### config.mk
export PLATFORM = sky130hd
export DESIGN_NAME = argmax_seq_flat
export DESIGN_NICKNAME = d
export VERILOG_FILES = /design/src/rtl/argmax_seq_if.sv /design/src/rtl/argmax_seq.sv /design/src/flat_wrapper.sv
export SDC_FILE = /design/constraint.sdc
export NUM_CORES = 1
export LEC_CHECK = 0
export BUFFER_PORTS_ARGS = -buffer_cell sky130_fd_sc_hd__buf_2
export CORE_ASPECT_RATIO = 0.8
export CORE_MARGIN = 2
export CORE_UTILIZATION = 52
export CTS_CLUSTER_SIZE = 28
export DETAILED_ROUTE_END_ITERATION = 8
export GPL_TIMING_DRIVEN = 0
export PLACE_DENSITY = 0.74
export REMOVE_ABC_BUFFERS = 1
export SYNTH_ARGS = -nofsm -noshare
export SYNTH_HDL_FRONTEND = slang
export SYNTH_SLANG_ARGS = --single-unit
### constraint.sdc
create_clock -name clk -period 4.25 [get_ports clk]
set_input_delay 0.2125 -clock clk [delete_from_list [all_inputs] [get_ports clk]]
set_output_delay 0.2125 -clock clk [all_outputs]
set_load 0.005 [all_outputs]
### src/rtl/argmax_seq_if.sv
// Handshake bundle for argmax_seq: vector in (valid/ready), result out (valid/ready).
// The slave modport is the argmax block; the master modport is the producer/consumer side.
interface argmax_seq_if #(
  parameter int DATA_WIDTH  = 32,
  parameter int NUM_CLASSES = 3
);
  localparam int IDX_WIDTH = $clog2(NUM_CLASSES);

  logic                              i_valid;
  logic                              i_ready;
  logic [NUM_CLASSES*DATA_WIDTH-1:0] i_logits;
  logic                              o_valid;
  logic                              o_ready;
  logic [IDX_WIDTH-1:0]              o_class;
  logic [DATA_WIDTH-1:0]             o_max_logit;
  logic                              o_tie;

  modport master (
    output i_valid, i_logits, o_ready,
    input  i_ready, o_valid, o_class, o_max_logit, o_tie
  );

  modport slave (
    input  i_valid, i_logits, o_ready,
    output i_ready, o_valid, o_class, o_max_logit, o_tie
  );
endinterface

### src/rtl/argmax_seq.sv
// Sequential argmax: captures one vector of signed logits, scans one element per cycle,
// and reports the lowest index holding the maximum plus a tie flag.
module argmax_seq #(
  parameter int DATA_WIDTH  = 32,
  parameter int NUM_CLASSES = 3
) (
  input  logic        clk,
  input  logic        rst_n,
  argmax_seq_if.slave bus
);
  localparam int                   IDX_WIDTH = $clog2(NUM_CLASSES);
  localparam logic [IDX_WIDTH-1:0] LAST_IDX  = IDX_WIDTH'(NUM_CLASSES - 1);

  typedef enum logic [1:0] {IDLE, SCAN, DONE} state_t;

  state_t                       state_reg;
  logic signed [DATA_WIDTH-1:0] in_elem   [NUM_CLASSES];
  logic signed [DATA_WIDTH-1:0] logit_reg [NUM_CLASSES];
  logic [IDX_WIDTH-1:0]         k_reg;
  logic signed [DATA_WIDTH-1:0] best_val_reg;
  logic [IDX_WIDTH-1:0]         best_idx_reg;
  logic                         tie_reg;

  logic                         o_valid_reg;
  logic [IDX_WIDTH-1:0]         o_class_reg;
  logic [DATA_WIDTH-1:0]        o_max_reg;
  logic                         o_tie_reg;

  logic signed [DATA_WIDTH-1:0] cur_val;
  logic signed [DATA_WIDTH-1:0] best_val_next;
  logic [IDX_WIDTH-1:0]         best_idx_next;
  logic                         tie_next;

  genvar gi;
  generate
    for (gi = 0; gi < NUM_CLASSES; gi++) begin : g_unpack
      assign in_elem[gi] = bus.i_logits[gi*DATA_WIDTH +: DATA_WIDTH];
    end
  endgenerate

  assign cur_val = logit_reg[k_reg];

  // Strict '>' keeps the earliest index on equality; equality only raises the tie flag.
  always_comb begin
    best_val_next = best_val_reg;
    best_idx_next = best_idx_reg;
    tie_next      = tie_reg;
    if (cur_val > best_val_reg) begin
      best_val_next = cur_val;
      best_idx_next = k_reg;
      tie_next      = 1'b0;
    end else if (cur_val == best_val_reg) begin
      tie_next      = 1'b1;
    end
  end

  always_ff @(posedge clk or negedge rst_n) begin
    if (!rst_n) begin
      state_reg    <= IDLE;
      for (int i = 0; i < NUM_CLASSES; i++) begin
        logit_reg[i] <= '0;
      end
      k_reg        <= '0;
      best_val_reg <= '0;
      best_idx_reg <= '0;
      tie_reg      <= 1'b0;
      o_valid_reg  <= 1'b0;
      o_class_reg  <= '0;
      o_max_reg    <= '0;
      o_tie_reg    <= 1'b0;
    end else begin
      case (state_reg)
        IDLE: begin
          if (bus.i_valid) begin
            for (int i = 0; i < NUM_CLASSES; i++) begin
              logit_reg[i] <= in_elem[i];
            end
            best_val_reg <= in_elem[0];
            best_idx_reg <= '0;
            tie_reg      <= 1'b0;
            k_reg        <= IDX_WIDTH'(1);
            state_reg    <= SCAN;
          end
        end
        SCAN: begin
          best_val_reg <= best_val_next;
          best_idx_reg <= best_idx_next;
          tie_reg      <= tie_next;
          // The last element's compare feeds the outputs directly, not via best_*_reg.
          if (k_reg == LAST_IDX) begin
            o_class_reg <= best_idx_next;
            o_max_reg   <= best_val_next;
            o_tie_reg   <= tie_next;
            o_valid_reg <= 1'b1;
            state_reg   <= DONE;
          end else begin
            k_reg <= k_reg + IDX_WIDTH'(1);
          end
        end
        DONE: begin
          if (bus.o_ready) begin
            o_valid_reg <= 1'b0;
            state_reg   <= IDLE;
          end
        end
        default: state_reg <= IDLE;
      endcase
    end
  end

  assign bus.i_ready     = (state_reg == IDLE);
  assign bus.o_valid     = o_valid_reg;
  assign bus.o_class     = o_class_reg;
  assign bus.o_max_logit = o_max_reg;
  assign bus.o_tie       = o_tie_reg;
endmodule

### src/flat_wrapper.sv
// flat-port wrapper written by rule: the top's interface ports become plain ports
module argmax_seq_flat 
#(
  parameter int DATA_WIDTH  = 32,
  parameter int NUM_CLASSES = 3
)
  (clk, rst_n, bus_i_valid, bus_i_logits, bus_o_ready, bus_i_ready, bus_o_valid, bus_o_class, bus_o_max_logit, bus_o_tie);
  argmax_seq_if #(.DATA_WIDTH(DATA_WIDTH), .NUM_CLASSES(NUM_CLASSES)) bus_i ();
  input  logic clk;
  input  logic rst_n;
  input wire logic [$bits(bus_i.i_valid)-1:0] bus_i_valid;
  input wire logic [$bits(bus_i.i_logits)-1:0] bus_i_logits;
  input wire logic [$bits(bus_i.o_ready)-1:0] bus_o_ready;
  output wire logic [$bits(bus_i.i_ready)-1:0] bus_i_ready;
  output wire logic [$bits(bus_i.o_valid)-1:0] bus_o_valid;
  output wire logic [$bits(bus_i.o_class)-1:0] bus_o_class;
  output wire logic [$bits(bus_i.o_max_logit)-1:0] bus_o_max_logit;
  output wire logic [$bits(bus_i.o_tie)-1:0] bus_o_tie;
  assign bus_i.i_valid = bus_i_valid;
  assign bus_i.i_logits = bus_i_logits;
  assign bus_i.o_ready = bus_o_ready;
  assign bus_i_ready = bus_i.i_ready;
  assign bus_o_valid = bus_i.o_valid;
  assign bus_o_class = bus_i.o_class;
  assign bus_o_max_logit = bus_i.o_max_logit;
  assign bus_o_tie = bus_i.o_tie;
  argmax_seq #(.DATA_WIDTH(DATA_WIDTH), .NUM_CLASSES(NUM_CLASSES)) u_core (.clk(clk), .rst_n(rst_n), .bus(bus_i));
endmodule
==> run_results.csv <==
group,metric,value,unit
status,status,"complete, no violations",
detailed_routing,avgRoutedWirePerCell,18.09,microns
timing,max_freq,0.2469,GHz
global_route,antenna_found_initial,0,
detailed_routing,drt_iter0_drc,742,
placed_design,dp_hpwl,14840,microns
detailed_routing,totalWireLength,27070,microns
pwr,p_per_area,963.4,mW/mm^2
detailed_routing,dr.pass1.iters,5,
pwr,cellLeakagePower,6.012,nW
detailed_routing,vias_per_cell,5.768,
die,pin_count,137,
placed_design,pre_cts_ws,-1.881,ns
critical_path,crit_buf_inv,3,
clock_tree,root_buffer,"clkbuf_16",
logic_synthesis,synth_cells,1059,
timing,relSlewSlack,0.3584,
critical_path,ff2ff_path_depth,13,
global_route,grt_pass1_wl,42470,microns
clock_tree,cts_tree,"yes",
clock_tree,clockBufferDepth,2,
detailed_routing,drc,0,
layout,num-nets-final,1395,
die,rows,42,
critical_path,critPathCaptureType,"register",
timing,min_period,4.050,ns
placed_design,place_congestion,0.8263,
die,dieArea,0.01832,sq mm
hold_path,min_path_type,"in2reg",
clock_tree,h-tree-depth,4,
critical_path,path_class,"reg2reg",
layout,syn_to_final_growth,30.27,%
timing,finalSetupViolCount,0,
layout,drive_gt1_frac,0.1702,
layout,layout.area.seq,0.004287,sq mm
critical_path,critPathLaunchType,"register",
logic_synthesis,yosys_warnings,0,
placed_design,io_buffers,136,
critical_path,cp.required,4.56,ns
timing,finalCritPeriodShare,0.9529,
critical_path,crit_arrival,4.36,ns
pwr,finalPower,11.26,mW
clock_tree,path_clk_slew,0.07,ns
critical_path,critical_path.top_delay_family,"simple AND/OR/NAND/NOR gates",
die,initial_utilization,0.5368,
critical_path,path_depth,13,
critical_path,crit_slowest_cell,"dfrtp_4",
global_route,gr-usage-all-layers,0.2997,
critical_path,path_common_cell,"nor2_4",
critical_path,worstPathCellList,"inv_1 > nor2_4 > buf_16 > a21oi_1 > inv_1 > ha_4 > nand4_2 > nor3_1 > a22o_1 > nor2_4 > nor2_4 > a221oi_1 > a221oi_1",
global_route,grt_max_degree,97,
clock_tree,cts_buffers,17,
timing,worst_pin_slew,0.9590,ns
timing,hold_viol,0,
hold_path,hold_depth,3,
timing,hold_ws,0.01202,ns
timing,fin_skew,0.01274,ns
clock_tree,numClockSinks,171,
detailed_routing,final_antenna_net_count,0,
global_route,grt_pass1_vias,8162,
critical_path,cp_max_fo,19,
logic_synthesis,syn_area,0.008970,sq mm
die,die_w,150.8,microns
timing,fin_ws,0.2001,ns
layout,largest_reg_flops,96,
layout,multiInputGateArea,0.004260,sq mm
pwr,vdd_drop_max,758.8,uV
logic_synthesis,synth_area_per_cell,8.470,sq um
logic_synthesis,yosysUniqueCellTypes,38,
critical_path,cpPeakStageDelay,0.66,ns
clock_tree,clock_latency,0.44,ns
die,core_area,0.01671,sq mm
logic_synthesis,synth_seq_cells,171,
timing,slew_violations,0,
global_route,gr-total-overflow,0,
layout,final_cell_area,0.01169,sq mm
detailed_routing,vias,8629,
flow_run,drv_cap,0,
die,die_h,121.5,microns
layout,fill_cells,1315,
logic_synthesis,ys_seq_area_frac,0.4771,
placed_design,dpl_cell_area,0.009894,sq mm
routing by layer:
layer  share of wire  GRT usage  vias to the layer above
met1            0.44     0.4245                     4188
li1                -          -                     4019
met2            0.46     0.4705                      373
met3           0.078    0.05451                       49
met5               0          0                        -
met4           0.019    0.09346                        0
synth_stat cells (all sizes together):
| master | n | area (sq um) |
|---|---|---|
| nand2 | 333 | 1250 |
| dfrtp | 171 | 4279 |
| nor2 | 106 | 397.9 |
| inv | 68 | 255.2 |
| a221oi | 64 | 560.5 |
| a21oi | 54 | 270.3 |
| clkbuf | 51 | 191.4 |
| o21ai | 48 | 244.0 |
| ha | 33 | 412.9 |
| mux2i | 32 | 320.3 |
| a221o | 31 | 310.3 |
| buf | 20 | 121.4 |
| nand4 | 8 | 56.30 |
| nand3 | 6 | 30.03 |
| a21o | 4 | 30.03 |
| o211ai | 4 | 35.03 |
| a31oi | 3 | 18.77 |
| and2 | 3 | 18.77 |
| nor3 | 3 | 15.01 |
| nand3b | 2 | 15.01 |
| nor2b | 2 | 12.51 |
| nor4 | 2 | 33.78 |
| o21a | 2 | 15.01 |
| o22a | 2 | 17.52 |
| a2111oi | 1 | 8.760 |
| a22o | 1 | 8.760 |
| a22oi | 1 | 7.510 |
| nand2b | 1 | 6.260 |
| o311ai | 1 | 8.760 |
| o31a | 1 | 10.01 |
| o32ai | 1 | 8.760 |
through the flow:
stage,instances,TNS [ns],util
2_1_floorplan,988,-110.01,-
3_3_place_gp,1344,-415.94,0.5752
3_5_place_dp,1352,-118.86,0.5921
4_1_cts,1483,0,0.6909
5_1_grt,1495,-0.01101,0.6991
6_report,1496,0,0.6992
worst paths after layout:
check                                     start                   endpoint  slack [ns]
max in group asynchronous                 rst_n            u_core.k_reg[1]        3.01
min in group asynchronous                 rst_n       u_core.logit_reg[12]        0.33
max                             u_core.k_reg[0]  u_core.bus.o_max_logit[2]        0.20
min                            bus_i_logits[31]       u_core.logit_reg[95]        0.01
min reg2reg                u_core.logit_reg[70]       u_core.logit_reg[70]        0.48
max reg2reg                     u_core.k_reg[0]  u_core.bus.o_max_logit[2]        0.20
power by group:
group          switching (mW)  internal, mW  total, mW
clock                   0.686         0.943       1.63
sequential              0.555          2.44       3.00
combinational            4.13          2.50       6.63
cells in the final DEF (no fill, tap or decap), types with 4 or more instances in the layout:
cell type / n
clkbuf_16: 17
dfrtp_1: 169
a21oi_1: 54
dlygate4sd3_1: 90
nor2_1: 102
clkinv_2: 4
nor2_4: 6
buf_12: 5
ha_1: 32
nand3_1: 6
inv_1: 68
nand2_1: 330
buf_16: 7
nand4_1: 7
a21o_1: 4
o21ai_0: 8
buf_2: 135
buf_4: 13
a221oi_1: 64
o21ai_1: 39
mux2i_1: 32
a221o_1: 31
worst reg2reg max path: cells and delay by family, from the launching register on:
family                   cells  cell delay (ns)
AND/OR/NAND/NOR              5             1.23
AO/OA/AOI/OAI                4             1.09
flip-flops                   1             0.66
buffers and inverters        3             0.55
adder cells (fa/ha/maj)      1             0.42
logic make-up (layout without fill, tap and decap cells):
family,count (synthesis),in the layout,share of synthesized area
adders and majority gates,33,33,0.04603
other,0,1,0
DFF,171,171,0.4771
muxes,32,32,0.03571
and+or+nand+nor,466,469,0.2046
AOI/OAI and AO/OA,218,218,0.1732
buffers and inverters,139,352,0.06333
cell type report:
class | instances | share of cell area
clock inverters | 14 | 0.01446
well taps | 220 | 0.02356
diodes | 1 | 0.0002142
multi-input cells | 752 | 0.3646
repair buffers | 252 | 0.1709
inverters | 68 | 0.02184
flip-flops and latches | 171 | 0.3668
clock buffers | 18 | 0.03758
what timing repair did:
item                                   in CTS  in global routing
gates resized for setup                    10                  3
setup endpoints to repair                  70                 64
gates cloned                                3                  0
setup buffers                               6                 12
hold buffers                               90                  0
pin swaps                                   6                  7
endpoints found under the hold margin     164                  0
Power figures use the tool's default switching activity.
